$ cat src/rtl/spike_if.sv
// Membrane-sum input and spike/readout output bundle for spike_generator.
// master drives the accumulator side, slave is the spike stage.
interface spike_if #(
  parameter int ACC_W    = 23,
  parameter int REFRAC_W = 8,
  parameter int CNT_W    = 16
);
  logic                ce;
  logic [ACC_W-1:0]    acc_y;
  logic [ACC_W-1:0]    threshold;
  logic [REFRAC_W-1:0] refrac_len;
  logic                spike;
  logic                acc_rst;
  logic                refractory;
  logic [CNT_W-1:0]    spike_cnt;

  modport master (
    output ce, acc_y, threshold, refrac_len,
    input  spike, acc_rst, refractory, spike_cnt
  );

  modport slave (
    input  ce, acc_y, threshold, refrac_len,
    output spike, acc_rst, refractory, spike_cnt
  );
endinterface

$ cat src/rtl/spike_generator.sv
// Integrate-and-fire output stage: threshold compare, one-cycle spike,
// refractory hold of the accumulator and a saturating spike counter.
module spike_generator #(
  parameter int ACC_W    = 23,
  parameter int REFRAC_W = 8,
  parameter int CNT_W    = 16
) (
  input logic  clk,
  input logic  rst,
  spike_if.slave bus
);
  typedef enum logic [1:0] {
    INTEG,
    FIRE,
    REFRAC
  } state_t;

  state_t              state;
  state_t              nxt;
  logic [REFRAC_W-1:0] rcnt;
  logic [CNT_W-1:0]    cnt;
  logic                spike_q;
  logic                acc_rst_q;
  logic                refr_q;
  logic                hit;

  assign hit = $signed(bus.acc_y) >= $signed(bus.threshold);

  always_comb begin
    nxt = state;
    unique case (state)
      INTEG:   if (hit) nxt = FIRE;
      FIRE:    nxt = (rcnt == '0) ? INTEG : REFRAC;
      REFRAC:  if (rcnt == REFRAC_W'(1)) nxt = INTEG;
      default: nxt = INTEG;
    endcase
  end

  // Outputs decode the next state so they line up with the state itself.
  always_ff @(posedge clk) begin
    if (rst) begin
      state     <= INTEG;
      rcnt      <= '0;
      cnt       <= '0;
      spike_q   <= 1'b0;
      acc_rst_q <= 1'b1;
      refr_q    <= 1'b0;
    end else if (bus.ce) begin
      state     <= nxt;
      spike_q   <= (nxt == FIRE);
      acc_rst_q <= (nxt != INTEG);
      refr_q    <= (nxt == REFRAC);
      if (state == INTEG && nxt == FIRE) begin
        rcnt <= bus.refrac_len;
        if (cnt != '1) cnt <= cnt + CNT_W'(1);
      end else if (state == REFRAC && rcnt != '0) begin
        rcnt <= rcnt - REFRAC_W'(1);
      end
    end
  end

  assign bus.spike      = spike_q;
  assign bus.acc_rst    = acc_rst_q;
  assign bus.refractory = refr_q;
  assign bus.spike_cnt  = cnt;
endmodule

$ cat src/flat_wrapper.sv
// flat-port wrapper written by rule: the top's interface ports become plain ports
module spike_generator_flat 
#(
  parameter int ACC_W    = 23,
  parameter int REFRAC_W = 8,
  parameter int CNT_W    = 16
)
  (clk, rst, bus_ce, bus_acc_y, bus_threshold, bus_refrac_len, bus_spike, bus_acc_rst, bus_refractory, bus_spike_cnt);
  spike_if #(.ACC_W(ACC_W), .REFRAC_W(REFRAC_W), .CNT_W(CNT_W)) bus_i ();
  input logic clk;
  input logic rst;
  input wire logic [$bits(bus_i.ce)-1:0] bus_ce;
  input wire logic [$bits(bus_i.acc_y)-1:0] bus_acc_y;
  input wire logic [$bits(bus_i.threshold)-1:0] bus_threshold;
  input wire logic [$bits(bus_i.refrac_len)-1:0] bus_refrac_len;
  output wire logic [$bits(bus_i.spike)-1:0] bus_spike;
  output wire logic [$bits(bus_i.acc_rst)-1:0] bus_acc_rst;
  output wire logic [$bits(bus_i.refractory)-1:0] bus_refractory;
  output wire logic [$bits(bus_i.spike_cnt)-1:0] bus_spike_cnt;
  assign bus_i.ce = bus_ce;
  assign bus_i.acc_y = bus_acc_y;
  assign bus_i.threshold = bus_threshold;
  assign bus_i.refrac_len = bus_refrac_len;
  assign bus_spike = bus_i.spike;
  assign bus_acc_rst = bus_i.acc_rst;
  assign bus_refractory = bus_i.refractory;
  assign bus_spike_cnt = bus_i.spike_cnt;
  spike_generator #(.ACC_W(ACC_W), .REFRAC_W(REFRAC_W), .CNT_W(CNT_W)) u_core (.clk(clk), .rst(rst), .bus(bus_i));
endmodule
$ cat config.mk
export PLATFORM = sky130hd
export DESIGN_NAME = spike_generator_flat
export DESIGN_NICKNAME = d
export VERILOG_FILES = /design/src/rtl/spike_if.sv /design/src/rtl/spike_generator.sv /design/src/flat_wrapper.sv
export SDC_FILE = /design/constraint.sdc
export NUM_CORES = 1
export LEC_CHECK = 0
export ABC_AREA = 1
export CORE_MARGIN = 4
export CORE_UTILIZATION = 40
export CTS_CLUSTER_SIZE = 20
export DETAILED_ROUTE_END_ITERATION = 10
export GPL_TIMING_DRIVEN = 0
export PLACE_DENSITY_LB_ADDON = 0.15
export SLEW_MARGIN = 20
export SYNTH_ARGS = -nofsm -noshare
export SYNTH_HDL_FRONTEND = slang
export SYNTH_SLANG_ARGS = --single-unit
$ cat constraint.sdc
create_clock -name clk -period 2 [get_ports clk]
set_input_delay 0.4 -clock clk [delete_from_list [all_inputs] [get_ports clk]]
set_output_delay 0.4 -clock clk [all_outputs]
set_load 0.01 [all_outputs]
# Word-level counts from Yosys, hierarchy flattened
# Index checks and enable logic that the tools add are counted.
[totals]
register_bits = 29
inputBits = 57
output_inout_bits = 19
[classes]
add_sub_neg = 2
n_lt_le_gt_ge = 1
n_eq_ne = 6
n_mux = 6
reduce_logical = 9
[ops]
columns = ["cell", "count"]
rows = [
  ["$ge A23 B23 Y1", 1],
  ["$add A16 B1 Y16 const B", 1],
  ["$mux W8", 2],
  ["$ne A16 B16 Y1 const B", 1],
  ["$eq A8 B1 Y1 const B", 1],
  ["$logic_not A8 Y1", 1],
  ["$reduce_bool A8 Y1", 1],
  ["$sub A8 B1 Y8 const B", 1],
  ["$mux W2", 3],
  ["$pmux W2 S3", 1],
  ["$eq A2 B1 Y1 const B", 2],
  ["$eq A2 B2 Y1 const B", 2],
  ["$reduce_bool A2 Y1", 2],
  ["$reduce_and A3 Y1", 1],
  ["$logic_and A1 B1 Y1", 2],
  ["$logic_not A2 Y1", 1],
  ["$reduce_and A2 Y1", 1],
]

# Longest topological paths before layout
[logic_depth]
word_depth = 7
mapped_depth = 19
depth_no_buf = 18

# Worst setup path after synthesis
# OpenSTA, ideal clock, no wires.
[synth_timing]
path_kind = "input port to flip-flop"
from = "input port bus_threshold[22]"
to = "register u_core.cnt[2] (netlist: u_core.bus.spike_cnt[2])"
setup_ps = 132
arrival_time_ps = 1894
t_required_ps = 1868
setup_slack_ps = -26
stages = 15
path_buffers = 1
path_cell_list = "inv_1 ha_1 nand2_1 inv_1 nand2_1 nand2_1 a21oi_1 nand4_1 nand3_4 nand2_8 inv_8 nand2_8 buf_6 nand2_1 a21oi_1"
[synth_between]
elab_chain_len = 6
[synth_rtl]
columns = ["item", "line", "rtl"]
rows = [
  ["from (decl)", "flat_wrapper.sv:14", "input wire logic [$bits(bus_i.threshold)-1:0] bus_threshold;"],
  ["$ge A23 B23 Y1", "spike_generator.sv:27", "assign hit = $signed(bus.acc_y) >= $signed(bus.threshold);"],
  ["$mux W2", "spike_generator.sv:32", "INTEG: if (hit) nxt = FIRE;"],
  ["$pmux W2 S3", "spike_generator.sv:31", "unique case (state)"],
  ["$eq A2 B1 Y1", "spike_generator.sv:53", "if (state == INTEG && nxt == FIRE) begin"],
  ["$logic_and A1 B1 Y1", "spike_generator.sv:53", ""],
  ["$reduce_and A3 Y1 (no source line)", "n/a", ""],
  ["to (signal assigned)", "spike_generator.sv:55", "if (cnt != '1) cnt <= cnt + CNT_W'(1);"],
  ["to (decl)", "spike_generator.sv:21", "logic [CNT_W-1:0] cnt;"],
]
# No other way between the ends.
# A chain may end at the register's enable or synchronous reset.

# Final worst setup path
[layout_timing]
from = "input port bus_threshold[10]"
to = "register u_core.rcnt[3]"
[layout_between]
elab_chain_len = 7
[layout_rtl]
columns = ["item", "line", "rtl"]
rows = [
  ["$ge A23 B23 Y1 *", "spike_generator.sv:27", ""],
  ["$mux W2 *", "spike_generator.sv:32", ""],
  ["$pmux W2 S3 *", "spike_generator.sv:31", ""],
  ["$eq A2 B1 Y1 *", "spike_generator.sv:53", ""],
  ["$logic_and A1 B1 Y1 *", "spike_generator.sv:53", ""],
  ["$reduce_bool A2 Y1 (no source line)", "n/a", ""],
  ["$reduce_and A2 Y1 (no source line)", "n/a", ""],
  ["to (signal assigned)", "spike_generator.sv:54", "rcnt <= bus.refrac_len;"],
  ["to (signal assigned)", "spike_generator.sv:57", "rcnt <= rcnt - REFRAC_W'(1);"],
  ["to (decl)", "spike_generator.sv:20", "logic [REFRAC_W-1:0] rcnt;"],
]
# Every way passes the cells marked *; elsewhere a longest branch is shown, timed or not.

==> results.yml <==
clock_tree:
  clkTransAtPathRegs_ns: 0.06
  numCtsBuffers: 5
  cts_tree: "done"
  cts_root_buffer: "clkbuf_8"
  ctsHoldBuffers: 0
  clock_path_buffers: 2
  numClockSinks: 29
  ctsHtreeMaxLevel: 2
  clk_latency_ns: 0.29
timing:
  fin_crit_sh: 0.980
  layout_min_cycle_time_ns: 1.96
  fin_worst_skew_ns: 0.00225
  finalSetupViolCount: 0
  maxSlewHeadroom: 0.501
  tightestPinTransition_ns: 0.746
  maxSlewViolCount: 0
  setup_tns_ns: 0
  rsz0062_at_grt: "true"
  hold_viol: 0
  fmax_ghz: 0.510
detailed_routing:
  drc: 0
  ant_nets: 0
  finalWirelength_mm: 7.67
  firstDrtPassIters: 4
  wl_per_cell_um: 14.2
  viasPerCell: 4.96
  drtIter0Drc: 73
  vias: 2685
yosys:
  synth_top_area_cell: "dfxtp_1"
  synth_area_mm2: 0.00242
  synth_edf_count: 0
  postSynthAreaPerCell_um2: 6.59
  ys.flop_type: "dfxtp_1"
  ys_async_sr_fraction: 0
  synth_most_common_cell: "nand2_1"
  synth_area_leaders: "dfxtp_1, nand2_1, ha_1"
  ys_types: 29
  yosysTopAreaCellShare: 0.240
  ys_seq_area_frac: 0.240
  ys_warn_count: 0
  ys_ff_latch: 29
  syn_nets: 450
  synth_commonest_cells: "nand2_1, inv_1, nand3_1, nor2_1, a21oi_1"
  syn_inst: 367
place:
  dp_hpwl_mm: 4.91
  gp_congestion: 0.929
  place.port_buffers: 74
worst_setup_path:
  slowest_delay_ns: 0.21
  critical_path_arrival_ns: 2.11
  worstSetupStartpointType: "primary input"
  crit_top_cell: "nand2_1"
  critPathKind: "in -> reg"
  cp.required_ns: 2.15
  end_kind: "flop"
  worst-path-buf-inv: 5
  timing.rr.end: "u_core.bus.spike_cnt[15]"
  rrSetupSlack_ns: 0.13
  cp_max_fo: 5
  rr_startpoint: "u_core.bus.spike_cnt[2]"
  rr_worst_depth: 7
  cp_top_family: "simple AND/OR/NAND/NOR gates"
  crit_slowest_cell: "ha_4"
  cp_cell_sequence: "buf_6 > inv_2 > ha_4 > nand2_4 > inv_2 > nand2_1 > nand2_1 > nand2_1 > nand2_1 > nand2_2 > nand4_1 > nand3_4 > buf_6 > nand3_4 > clkbuf_16 > nand3_1 > a21oi_2"
outcome:
  status: "complete, no violations"
die:
  start_util: 0.411
  die_h_um: 85.8
  pin_count: 76
  rows: 28
  die_w_um: 85.8
  coreArea_mm2: 0.00589
  die_area_mm2: 0.00736
power_and_ir_drop:
  ir_drop_uv: 511
  p_leak_nw: 1.77
  p_per_area_mw_per_mm2: 540
layout:
  fin_nets: 548
  n_antenna_cell: 0
  drive_gt1_frac: 0.418
  seq_area_um2: 582
  area_growth_pct: 64.5
  final_util: 0.676
  num-fill-cells: 485
  multi_input_area_mm2: 0.00216
grt:
  antenna_found_initial: 0
  grt_max_degree: 11
  grt_pass1_vias: 2667
  grt_overflow: 0
  grt_use_total: 0.201
  grt_pass1_wl_mm: 11.9
min_path:
  worstHoldEndpoint: "u_core.bus.spike_cnt[9]"
  min_from: "rst"
  hold_depth: 2
  hold_class: "in -> reg"
run:
  max-cap-violations: 0
-- per-stage QoR --
| step | hold WS (ns) | power [mW] | setup WS, ns | cell area [µm²] | cells |
|---|---|---|---|---|---|
| 5_1_grt | 0.497 | 2.28 | -0.0493 | 3980 | 541 |
| 2_1_floorplan | 0.458 | 1.11 | 0.00694 | 2430 | 367 |
| 3_3_place_gp | 0.458 | 1.33 | -0.743 | 3270 | 516 |
| 4_1_cts | 0.464 | 1.99 | 0.000729 | 3830 | 535 |
| 3_5_place_dp | 0.463 | 1.34 | -0.791 | 3270 | 516 |
| 6_report | 0.470 | 2.15 | 0.0399 | 3980 | 541 |
-- flip-flops by register name, indices dropped and copies added, names as in the netlist --
name / cells
u_core.bus.acc_rst: 1
u_core.bus.refractory: 1
u_core.bus.spike: 1
u_core.bus.spike_cnt: 16
u_core.rcnt: 8
u_core.state: 2
-- cells in the final DEF (no fill, tap or decap), types with 5 or more instances in the layout --
cell type,instances
nand2_1,68
clkbuf_2,34
inv_1,31
nand3_1,28
clkdlybuf4s50_1,28
dfxtp_1,28
nor2_1,25
ha_4,23
inv_2,22
nand2_2,22
a21oi_1,18
xor2_1,16
nand2_4,13
a21oi_2,12
buf_6,10
buf_4,10
nand4_1,7
nor2_2,5
buf_2,5
clkbuf_8,5
-- logic make-up (layout without fill, tap and decap cells) --
group	count (synthesis)	count (layout)	synth area share
AO/OA/AOI/OAI	36	36	0.0807
XOR/XNOR	18	18	0.0651
adder cells (fa/ha/maj)	26	26	0.134
buffers and inverters	64	163	0.116
flip-flops	29	29	0.240
AND/OR/NAND/NOR	194	194	0.364
-- where the power goes --
part | switching [mW] | internal (mW)
sequential | 0.0307 | 0.614
combinational | 0.536 | 0.487
clock | 0.243 | 0.239
-- area by class of cell --
cell class              count  area share
well taps                  75      0.0236
flip-flops and latches     29       0.146
multi-input cells         274       0.543
repair buffers             93       0.197
plain buffers               6      0.0116
clock inverters             3     0.00440
clock buffers               5      0.0173
inverters                  56      0.0572
-- worst max path at each step --
stage	slack (ns)	cells after the start	to	startpoint
after floorplan	0.007	16	u_core.bus.spike_cnt[2]	bus_threshold[22]
after global placement	-0.74	14	u_core.rcnt[7]	bus_threshold[6]
after detailed placement	-0.79	14	u_core.rcnt[7]	bus_threshold[6]
after CTS	0.0007	19	u_core.rcnt[4]	bus_threshold[8]
after global routing	-0.05	17	u_core.rcnt[5]	bus_threshold[17]
final	0.04	17	u_core.rcnt[3]	bus_threshold[10]
-- timing repair --
| item | CTS | global route |
|---|---|---|
| endpoints found under the setup margin | 27 | 27 |
| cloned | 1 | 2 |
| gates resized for setup | 167 | 127 |
| pin swaps | 69 | 59 |
| setup buffers | 12 | 4 |
-- routing by layer --
metal  global-route usage  share of wire  vias to the layer above
met5                    0              0                        -
met1                0.238           0.43                     1226
met3               0.0327          0.045                       15
li1                     -              -                     1372
met2                0.367           0.51                       72
met4               0.0604          0.021                        0
Power figures use the tool's default switching activity.
